[src/rtl/mips_pkg.sv]
// Shared MIPS definitions: R-type funct codes for the HI/LO unit and its FSM states.
package mips_pkg;

    localparam logic [5:0] F_MFHI  = 6'b010000;
    localparam logic [5:0] F_MTHI  = 6'b010001;
    localparam logic [5:0] F_MTLO  = 6'b010011;
    localparam logic [5:0] F_MULT  = 6'b011000;
    localparam logic [5:0] F_MULTU = 6'b011001;
    localparam logic [5:0] F_DIV   = 6'b011010;
    localparam logic [5:0] F_DIVU  = 6'b011011;

    typedef enum logic [2:0] {
        S_IDLE = 3'd0,
        S_MUL  = 3'd1,
        S_DIV  = 3'd2,
        S_FIX  = 3'd3,
        S_DONE = 3'd4
    } state_t;

    // True for the funct codes the multiply/divide unit executes.
    function automatic logic funct_supported(input logic [5:0] f);
        return (f == F_MULT) || (f == F_MULTU) || (f == F_DIV) ||
               (f == F_DIVU) || (f == F_MTHI)  || (f == F_MTLO);
    endfunction

endpackage

[src/rtl/muldiv_step.sv]
// One radix-2 iteration on unsigned magnitudes.
// Multiply: acc = {partial product, remaining multiplier}, add-then-shift-right.
// Divide:   acc = {partial remainder, remaining dividend / quotient bits}, restoring shift-subtract.
module muldiv_step
    import mips_pkg::*;
#(
    parameter int WIDTH = 32
) (
    input  logic                 is_div,
    input  logic [2*WIDTH-1:0]   acc_i,
    input  logic [WIDTH-1:0]     m_i,
    output logic [2*WIDTH-1:0]   acc_o
);

    logic [WIDTH:0] sum;
    logic [WIDTH:0] trial;

    // Both candidate results are formed; the operation selects one.
    always_comb begin
        sum   = {1'b0, acc_i[2*WIDTH-1:WIDTH]} + (acc_i[0] ? {1'b0, m_i} : '0);
        // Shifted remainder can reach WIDTH+1 bits; a set MSB of trial means a borrow.
        trial = acc_i[2*WIDTH-1:WIDTH-1] - {1'b0, m_i};
        if (is_div) begin
            if (trial[WIDTH]) begin
                acc_o = {acc_i[2*WIDTH-2:0], 1'b0};
            end else begin
                acc_o = {trial[WIDTH-1:0], acc_i[WIDTH-2:0], 1'b1};
            end
        end else begin
            acc_o = {sum, acc_i[WIDTH-1:1]};
        end
    end

endmodule

[src/rtl/muldiv_unit.sv]
// Iterative MIPS multiply/divide unit owning the architectural HI/LO registers.
// Accepting edge -> WIDTH iteration edges -> FIX edge -> DONE, so done rises
// WIDTH+2 edges after acceptance counting the accepting edge itself.
module muldiv_unit
    import mips_pkg::*;
#(
    parameter int WIDTH = 32
) (
    input  logic             clk,
    input  logic             reset,
    input  logic             start,
    input  logic [5:0]       funct,
    input  logic [WIDTH-1:0] a,
    input  logic [WIDTH-1:0] b,
    input  logic             flush,
    output logic             busy,
    output logic             done,
    output logic             divzero,
    output logic [WIDTH-1:0] hi,
    output logic [WIDTH-1:0] lo
);

    localparam int CW = $clog2(WIDTH) + 1;

    state_t               state_q, state_d;
    logic [CW-1:0]        cnt_q, cnt_d;
    logic [2*WIDTH-1:0]   acc_q, acc_d;
    logic [WIDTH-1:0]     m_q, m_d;
    logic [WIDTH-1:0]     hi_q, hi_d;
    logic [WIDTH-1:0]     lo_q, lo_d;
    logic                 negq_q, negq_d;
    logic                 negr_q, negr_d;
    logic                 isdiv_q, isdiv_d;
    logic                 dz_q, dz_d;

    logic                 accept;
    logic                 signed_op;
    logic                 sa, sb;
    logic [WIDTH-1:0]     mag_a, mag_b;
    logic [2*WIDTH-1:0]   step_acc;
    logic [2*WIDTH-1:0]   prod_fix;

    function automatic logic [WIDTH-1:0] magnitude(input logic [WIDTH-1:0] v, input logic neg);
        return neg ? -v : v;
    endfunction

    muldiv_step #(.WIDTH(WIDTH)) u_step (
        .is_div (state_q == S_DIV),
        .acc_i  (acc_q),
        .m_i    (m_q),
        .acc_o  (step_acc)
    );

    assign accept    = start && (state_q == S_IDLE) && funct_supported(funct) && !flush;
    assign signed_op = (funct == F_MULT) || (funct == F_DIV);
    assign sa        = signed_op && a[WIDTH-1];
    assign sb        = signed_op && b[WIDTH-1];
    assign mag_a     = magnitude(a, sa);
    assign mag_b     = magnitude(b, sb);
    assign prod_fix  = negq_q ? -acc_q : acc_q;

    // Next-state, iteration datapath and HI/LO write-back; flush overrides everything.
    always_comb begin
        state_d = state_q;
        cnt_d   = cnt_q;
        acc_d   = acc_q;
        m_d     = m_q;
        hi_d    = hi_q;
        lo_d    = lo_q;
        negq_d  = negq_q;
        negr_d  = negr_q;
        isdiv_d = isdiv_q;
        dz_d    = dz_q;
        if (flush) begin
            state_d = S_IDLE;
            dz_d    = 1'b0;
        end else begin
            case (state_q)
                S_IDLE: begin
                    if (accept) begin
                        cnt_d   = '0;
                        negq_d  = sa ^ sb;
                        negr_d  = sa;
                        if (funct == F_MTHI) begin
                            hi_d = a;
                        end else if (funct == F_MTLO) begin
                            lo_d = a;
                        end else if ((funct == F_MULT) || (funct == F_MULTU)) begin
                            state_d = S_MUL;
                            isdiv_d = 1'b0;
                            acc_d   = {{WIDTH{1'b0}}, mag_b};
                            m_d     = mag_a;
                        end else if (b == '0) begin
                            state_d = S_DONE;
                            dz_d    = 1'b1;
                        end else begin
                            state_d = S_DIV;
                            isdiv_d = 1'b1;
                            acc_d   = {{WIDTH{1'b0}}, mag_a};
                            m_d     = mag_b;
                        end
                    end
                end
                S_MUL, S_DIV: begin
                    acc_d = step_acc;
                    cnt_d = cnt_q + CW'(1);
                    if (cnt_q == CW'(WIDTH - 1)) begin
                        state_d = S_FIX;
                    end
                end
                S_FIX: begin
                    state_d = S_DONE;
                    if (isdiv_q) begin
                        lo_d = negq_q ? -acc_q[WIDTH-1:0] : acc_q[WIDTH-1:0];
                        hi_d = negr_q ? -acc_q[2*WIDTH-1:WIDTH] : acc_q[2*WIDTH-1:WIDTH];
                    end else begin
                        hi_d = prod_fix[2*WIDTH-1:WIDTH];
                        lo_d = prod_fix[WIDTH-1:0];
                    end
                end
                S_DONE: begin
                    state_d = S_IDLE;
                    dz_d    = 1'b0;
                end
                default: begin
                    state_d = S_IDLE;
                    dz_d    = 1'b0;
                end
            endcase
        end
    end

    // FSM state register.
    always_ff @(posedge clk or negedge reset) begin
        if (!reset) begin
            state_q <= S_IDLE;
        end else begin
            state_q <= state_d;
        end
    end

    // Counter, operand/accumulator, sign flags and HI/LO registers.
    always_ff @(posedge clk or negedge reset) begin
        if (!reset) begin
            cnt_q   <= '0;
            acc_q   <= '0;
            m_q     <= '0;
            hi_q    <= '0;
            lo_q    <= '0;
            negq_q  <= 1'b0;
            negr_q  <= 1'b0;
            isdiv_q <= 1'b0;
            dz_q    <= 1'b0;
        end else begin
            cnt_q   <= cnt_d;
            acc_q   <= acc_d;
            m_q     <= m_d;
            hi_q    <= hi_d;
            lo_q    <= lo_d;
            negq_q  <= negq_d;
            negr_q  <= negr_d;
            isdiv_q <= isdiv_d;
            dz_q    <= dz_d;
        end
    end

    assign busy    = (state_q == S_MUL) || (state_q == S_DIV) || (state_q == S_FIX);
    assign done    = (state_q == S_DONE);
    assign divzero = (state_q == S_DONE) && dz_q;
    assign hi      = hi_q;
    assign lo      = lo_q;

endmodule

[config.mk]
export PLATFORM = sky130hd
export DESIGN_NAME = muldiv_unit
export DESIGN_NICKNAME = d
export VERILOG_FILES = /design/src/rtl/mips_pkg.sv /design/src/rtl/muldiv_step.sv /design/src/rtl/muldiv_unit.sv
export SDC_FILE = /design/constraint.sdc
export NUM_CORES = 1
export LEC_CHECK = 0
export ABC_CLOCK_PERIOD_IN_PS = 4550
export CAP_MARGIN = 25
export CORE_MARGIN = 5
export CORE_UTILIZATION = 55
export DETAILED_ROUTE_END_ITERATION = 6
export GPL_TIMING_DRIVEN = 0
export PLACE_DENSITY = 0.86
export SLEW_MARGIN = 40
export SYNTH_ARGS = -nofsm -noshare
export SYNTH_HDL_FRONTEND = slang
export SYNTH_HIERARCHICAL = 1
export SYNTH_SLANG_ARGS = --single-unit
[constraint.sdc]
create_clock -name clk -period 4.55 [get_ports clk]
set_input_delay 0.91 -clock clk [delete_from_list [all_inputs] [get_ports clk]]
set_output_delay 0.91 -clock clk [all_outputs]
set_load 0.05 [all_outputs]
==> results of run 1 <==
worst max path at each step:
| stage | cells after the start | from | to | slack, ns |
|---|---|---|---|---|
| floorplan | 15 | acc_q[0] | acc_q[63] | 1.26 |
| global placement | 1 | reset | acc_q[58] | -4.53 |
| detailed placement | 10 | b[3] | acc_q[47] | 0.12 |
| CTS | 15 | acc_q[0] | acc_q[63] | 0.12 |
| global route | 15 | acc_q[0] | acc_q[63] | 0.01 |
| finish | 15 | acc_q[0] | acc_q[63] | 0.12 |
final cells by class:
cell class | instances | area, um2 | share of cell area, %
plain buffers | 113 | 507 | 2.77
clock buffers | 20 | 447 | 2.44
clock inverters | 11 | 104 | 0.567
inverters | 58 | 218 | 1.19
multi-input cells | 1705 | 10800 | 58.8
flip-flops and latches | 173 | 4330 | 23.6
well taps | 384 | 480 | 2.62
repair buffers | 143 | 1460 | 7.98
cells in the mapped netlist, types with 13 or more instances:
cell      instances  share of area (%)
a31oi_1          20               0.79
nor4_1           23               0.91
mux2_2           39                2.8
buf_2            13               0.41
o21ai_0         119                3.8
clkbuf_1         79                1.9
nor2_1          197                4.7
dfrtp_1         173                 27
nand4_1          14               0.56
nand3_1          65                2.1
a21o_1           39                1.9
a21oi_1         190                6.0
mux2i_1          16                1.0
o21ai_1          30               0.95
xnor2_1          85                4.7
ha_1             69                5.5
inv_1            57                1.4
nand2_1         286                6.8
o41ai_1          19                1.1
a211oi_1         19               0.91
o211ai_1         24                1.1
and2_1           39                1.5
or4_1            19               0.91
o31ai_1          39                1.9
xor2_1           84                4.7
nor3_1           47                1.5
worst max-delay path, cell delays in order (launching register included):
cell,delay [ns]
dfrtp_1,0.67
clkbuf_2,0.35
and2_1,0.19
ha_1,0.22
fa_1,0.45
a211oi_2,0.30
o21a_1,0.18
o21bai_1,0.16
a2111oi_4,0.59
nor3_1,0.18
o41ai_2,0.36
nor2_1,0.08
a2111oi_0,0.33
a21oi_1,0.08
nand3_1,0.09
nand2_1,0.06
power breakdown:
| group | total, mW | switching (mW) | internal [mW] | leakage [nW] |
|---|---|---|---|---|
| Sequential | 3.03 | 0.949 | 2.08 | 2.19 |
| Combinational | 7.86 | 4.97 | 2.89 | 5.36 |
| Clock | 1.44 | 0.712 | 0.728 | 0.263 |
metal layers:
metal  vias up  part of all wire [%]  wire [um]  track usage (%)
met2      1269                    42      27900             61.0
met3       264                    14       8970             13.1
met1      8437                    39      25800             54.7
met4         0                   5.2       3430             16.7
met5         -                     0          0                0
li1       7753                     -          -                -
sequential cells by signal, summed over array words and instances, names as in the netlist:
name and count:
dz_q 1, acc_q 64, negq_q 1, hi 32
m_q 32, state_q 3, lo 32, isdiv_q 1
negr_q 1, cnt_q 6
kinds of logic after synthesis:
family,after synthesis
AOI/OAI and AO/OA,636
muxes,56
and+or+nand+nor,773
xor gates and xnor gates,169
adders and majority gates,71
DFF,173
buffers and inverters,171
timing repair:
item,4_1_cts,5_1_grt
resized for setup,0,3
hold buffers,0,0
endpoints found under the setup margin,0,3
==> summary.md, run 1 <==
| Metric | Value |
|---|---|
| Synthesized area | 15800 um2 |
| Final period utilization | between 90% and 100% |
| H-Tree Depth | 4 |
| Die W | roughly 180 um |
| Initial antenna violation count | 0 |
| R2R depth | 15 |
| Tot GR Track Use | 40.8% |
| XOR/XNOR Fraction of Synth Area | 9.39% |
| Async S/R FF share, synth | between 90% and 100% |
| ANT nets after route | 0 |
| Max-cap viol count | 0 |
| Element type at the critical path end | flip-flop |
| Hold_ws | 0.361 ns |
| EDFF count, synth | 0 |
| Final Cell Area | 18300 um2 |
| Clock root cell | clkbuf_16 |
| Flip-flop and latch count after synthesis | 173 |
| Inserted Clock Buffers | 17 |
| Lkg Pwr | 7.81 nW |
| Number of port buffers | 139 |
| Final wirelength | 66.0 mm |
| Syn avg cell area | 7.69 um2 |
| # clock sinks | 173 |
| Fmax | 0.226 GHz |
| Setup crit start kind | flip-flop |
| Clock skew | 0.0160 ns |
| Fin crit period | 4.43 ns |
| Post-synthesis mux area share | 3.87% |
| Power Total | about 12 mW |
| Largest net degree at the start of global routing | 62 |
| Fin nets | around 2.4k |
| Routability congestion estimate from global placement | 1.03 |
| Outcome | finished with violations |
| Final Hold Fails | 0 |
| I/O pin total | 141 |
| Worst-Skew Late Latency | 0.46 ns |
| Most used DFF post-synth | dfrtp_1 |
| Place WS | 0.120 ns |
| DRT iter0 DRCs | around 2.4k |
| Crit path DAT | 4.77 ns |
| Pwr/cell area | ~670 nW/um2 |
| Final TNS setup | 0 ns |
| Setup repair after global routing missed its margin | false |
| Number of synthesis warnings | 6 |
| Most common library cell in the layout ignoring fill and taps | nand2_1 |
| Die ar. | 32100 um2 |
| First-pass GRT wire length | 99.7 mm |
| Worst hold path class | in2async |
| Clk buf depth | 2 |
| Fraction of layout cells with a size suffix above 1 | 6.66% |
| Gr ovfl total | 0 |
| Layout Cells excl Fill | between 2k and 3k |
| Area share of fa/ha/maj cells after synthesis | between 5 and 6% |
| DR vias | around 18k |
| Ant diodes | 0 |
| Most frequent cells in the layout | nand2_1, nor2_1, a21oi_1 |
| Failing checks | DRC |
| Synth cell types | 90 |
| Die Y | about 180 um |
| Fin util | approximately 64% |
| Setup CP Type | reg2reg |
| RR Endpoint | acc_q[63] |
| Final worst setup slack | 0.122 ns |
| Residual DRC count | 17 |
| Row cnt | 62 |
| Req. time, crit path | 4.89 ns |
| Maximum fanout along the worst path | 10 |
| Area growth syn-to-layout | 16.2% |
| Starting density of the core | between 50% and 60% |
| Synth Area in Compound Gates | 26.2% |
| Post-CTS setup buffers | 0 |
| Relative slew margins | 37.8% |
| Max-slew violations | 0 |
| CTS tree | done |
| Worst VDD drop | 0.440 mV |
| Mapped Nets | roughly 2.2k |
| Cell area after placement | roughly 18000 um2 |
| R2R setup slack | 0.12 ns |
| # setup viols final | 0 |
| CTS clock-pin slew for the worst setup and hold paths | about 0.070 ns |
| Core area | 28500 um2 |
| HPWL after detailed placement | ~52 mm |
| Placed Instances | about 2.6k |
| Simple-gate portion of the synthesized area | 22.7% |
| Drt pass-1 iters | 7 |
| Largest family of logic cells by synthesized area | compound AO/OA/AOI/OAI gates |
| DR WL/cell | around 25 um |
| Sequential element share of the synthesized area | 27.5% |
| FILL cells | 2532 |
| Number of global-route vias before repair | 16.7k |
| Worst r2r src | acc_q[0] |
| Post-Synthesis Cells | 2049 |
| Worst slew pin tran | 0.934 ns |
| Vias per cell | 6.80 |
No activity file was read; power rests on OpenSTA's default activity.
==> run 2: changes to the inputs <==
SYNTH_HIERARCHICAL = unset   (was 1)
==> summary.md, run 2 <==
| Metric | Value |
|---|---|
| Most frequent cells in the layout | nand2_1, nor2_1, a21oi_1 |
| Final Hold Fails | 0 |
| First-pass GRT wire length | 92.7 mm |
| Fmax | between 0.2 and 0.25 GHz |
| CTS clock-pin slew for the worst setup and hold paths | roughly 0.080 ns |
| FILL cells | 2502 |
| Fin nets | 2338 |
| Crit path DAT | between 4 and 5 ns |
| DR vias | 16.7k |
| Ant diodes | 0 |
| Clock network fraction of total power | 11.7% |
| Net Sw Power | ~7 mW |
| Clk buf depth | 2 |
| Syn avg cell area | between 7 and 8 um2 |
| RR Endpoint | acc_q[57] |
| Pwr/cell area | 733 nW/um2 |
| Flip-flop and latch count after synthesis | roughly 170 |
| Mapped Nets | 2179 |
| Power share of the combinational group | 65.3% |
| Worst slew pin tran | slightly below 0.9 ns |
| Setup CP Type | in2reg |
| Initial antenna violation count | 1 |
| Cell family with most CP delay | simple AND/OR/NAND/NOR gates |
| Yosys top cell by area | dfrtp_1 |
| Worst hold path class | in2async |
| Die ar. | 31400 um2 |
| Post-synthesis mux area share | approximately 3.1% |
| Worst VDD drop | 0.581 mV |
| Lkg Pwr | 7.58 nW |
| Number of synthesis warnings | 0 |
| Gr ovfl total | 0 |
| WP buf/inv | 3 |
| Most frequent cell after synthesis | nand2_1 |
| CP max stage delay | roughly 0.57 ns |
| I/O pin total | between 100 and 150 |
| Most common library cell in the layout ignoring fill and taps | nand2_1 |
| Synthesized area | between 15000 and 20000 um2 |
| Layout Cells excl Fill | 2583 |
| DR WL/cell | about 24 um |
| Largest reg by FF count | acc_q |
| Starting density of the core | between 50 and 60% |
| CTS tree | done |
| Relative slew margins | 41.9% |
| R2R setup slack | 0.18 ns |
| Maximum fanout along the worst path | 10 |
| R2R depth | 14 |
| Async S/R FF share, synth | 100% |
| Synth top cells by count | nand2_1, nor2_1, a21oi_1, dfrtp_1, o21ai_0 |
| Final wirelength | 62.4 mm |
| Area share of fa/ha/maj cells after synthesis | 5.88% |
| Crit path max-delay cell type | clkdlybuf4s50_1 |
| Largest family of logic cells by synthesized area | compound AO/OA/AOI/OAI gates |
| Vias per cell | about 6.5 |
| Req. time, crit path | about 5 ns |
| Number of port buffers | about 140 |
| Cell mode on critical path | nand2_1 |
| Max-cap viol count | 0 |
| EDFF count, synth | 0 |
| Max-slew violations | 0 |
| Setup crit start kind | input pin |
| HPWL after detailed placement | 50.0 mm |
| Routability congestion estimate from global placement | 1.03 |
| DRT iter0 DRCs | 1952 |
| ANT nets after route | 0 |
| Sw Share | around 53% |
| Tot GR Track Use | ~39% |
| Outcome | finished clean |
| Post-Synthesis Cells | 2034 |
| Number of global-route vias before repair | 15.6k |
| Placed Instances | around 2.6k |
| Row cnt | 61 |
| Residual DRC count | 0 |
| H-Tree Depth | 4 |
| Clock skew | 0.0242 ns |
| Synth top area share | ~28% |
| Fin util | 64.6% |
| # setup viols final | 0 |
| Most used DFF post-synth | dfrtp_1 |
| Largest net degree at the start of global routing | 67 |
| Final period utilization | 98.4% |
| Inserted Clock Buffers | 17 |
| # clock sinks | 173 |
| Worst-Skew Late Latency | 0.45 ns |
| Sequential element share of the synthesized area | 28.2% |
| Hold_ws | 0.376 ns |
| Sequence of cells on the critical path | clkdlybuf4s50_1 -> inv_1 -> ha_1 -> or4b_1 -> nor3_1 -> nand2_1 -> nor4_4 -> a21oi_1 -> nand2_1 -> buf_2 -> mux2_2 |
| Fin crit period | 4.48 ns |
| Cell-internal power | 6.13 mW |
| Synth cell types | 82 |
| Core area | 27700 um2 |
| XOR/XNOR Fraction of Synth Area | 9.30% |
| Drt pass-1 iters | 5 |
| Synth Area in Compound Gates | 26.5% |
| Max reg flops | 64 |
| Die Y | 177 um |
| Clock root cell | clkbuf_16 |
| Worst r2r src | acc_q[31] |
| Sequential share of power | 23.0% |
| Simple-gate portion of the synthesized area | 22.3% |
| Top cells by area, synth | dfrtp_1, nand2_1, a21oi_1, o21ai_0, ha_1 |
| Area growth syn-to-layout | 16.5% |
| Die W | 177 um |
| Element type at the critical path end | flip-flop |
| Fraction of layout cells with a size suffix above 1 | under 10% |
run 2: changes by cell type in the layout (fill, tap and decap cells not counted), sizes merged, moves of 24 or more:
cell,before,now
and2,39,13
mux2,40,7
mux2i,16,40
nand3,65,24
nor2,197,223
o21ai,151,195
run 2: layout make-up:
cell class | instances | area (um2) | area share, %
Timing Repair Buffer | 141 | 1450 | 8.11
Inverter | 71 | 267 | 1.49
Clock inverter | 12 | 140 | 0.783
Clock buffer | 19 | 443 | 2.48
Buffer | 115 | 459 | 2.57
Sequential cell | 173 | 4330 | 24.2
Multi-Input combinational cell | 1674 | 10300 | 57.7
Tap cell | 378 | 473 | 2.64
run 2: kinds of logic after synthesis:
| logic type | count (synthesis) |
|---|---|
| DFF | 173 |
| and+or+nand+nor | 744 |
| muxes | 47 |
| AOI/OAI and AO/OA | 649 |
| adders and majority gates | 71 |
| xor gates and xnor gates | 163 |
| buffers and inverters | 187 |
run 2: repair_timing:
item | 4_1_cts | 5_1_grt
setup endpoints to repair | 0 | 61
setup buffers | 0 | 0
resized for setup | 0 | 2
hold buffers | 0 | 0
run 2: power groups by stage:
stage / logic, mW / registers [mW] / clock network, mW
6_report: 8.56 / 3.02 / 1.53
5_1_grt: 9.16 / 3.08 / 1.57
4_1_cts: 8.39 / 2.95 / 1.52
3_5_place_dp: 8.36 / 2.99 / 0
3_3_place_gp: 8.21 / 2.95 / 0
2_1_floorplan: 5.11 / 3.57 / 0
run 2: layer usage:
layer  routed length (um)  GRT usage [%]  up-vias  share of wire (%)
li1                     -              -     7589                  -
met1                25200           51.7     7981                 40
met2                26700           58.7      991                 43
met3                 7050           9.36      176                 11
met4                 3500           18.4        0                5.6
met5                    0              0        -                  0
run 2: how the worst max path moves through the flow:
stage                    from   endpoint  slack, ns  cells after the start
finish                   b[0]     m_q[9]       0.07                     11
global route             b[0]    m_q[28]      -0.01                     11
CTS                      b[0]  acc_q[58]       0.04                     13
detailed placement       b[0]  acc_q[52]      -0.39                     13
global placement        reset    m_q[18]      -4.59                      1
floorplan           acc_q[31]  acc_q[56]       1.12                     15
run 2: through the flow:
stage | worst slack [ns] | setup TNS (ns) | area [um2] | total power [mW]
final | 0.0705 | 0 | 17900 | 13.1
after global routing | -0.0105 | -0.0233 | 17900 | 13.8
after CTS | 0.0375 | 0 | 17900 | 12.9
after detailed placement | -0.392 | -22.84 | 17300 | 11.3
after global placement | -4.59 | -808.55 | 17200 | 11.2
after floorplan | 1.12 | 0 | 15400 | 8.68
run 2: worst reg2reg max path: stages, from the launching register on:
cell	delay, ns
dfrtp_1	0.58
inv_1	0.20
ha_1	0.27
fa_1	0.40
nand2b_1	0.18
a211o_1	0.35
a21bo_2	0.24
a21oi_1	0.34
o22ai_1	0.19
o211a_1	0.25
buf_2	0.20
nor2_8	0.29
buf_4	0.32
mux2i_1	0.30
o211ai_1	0.11
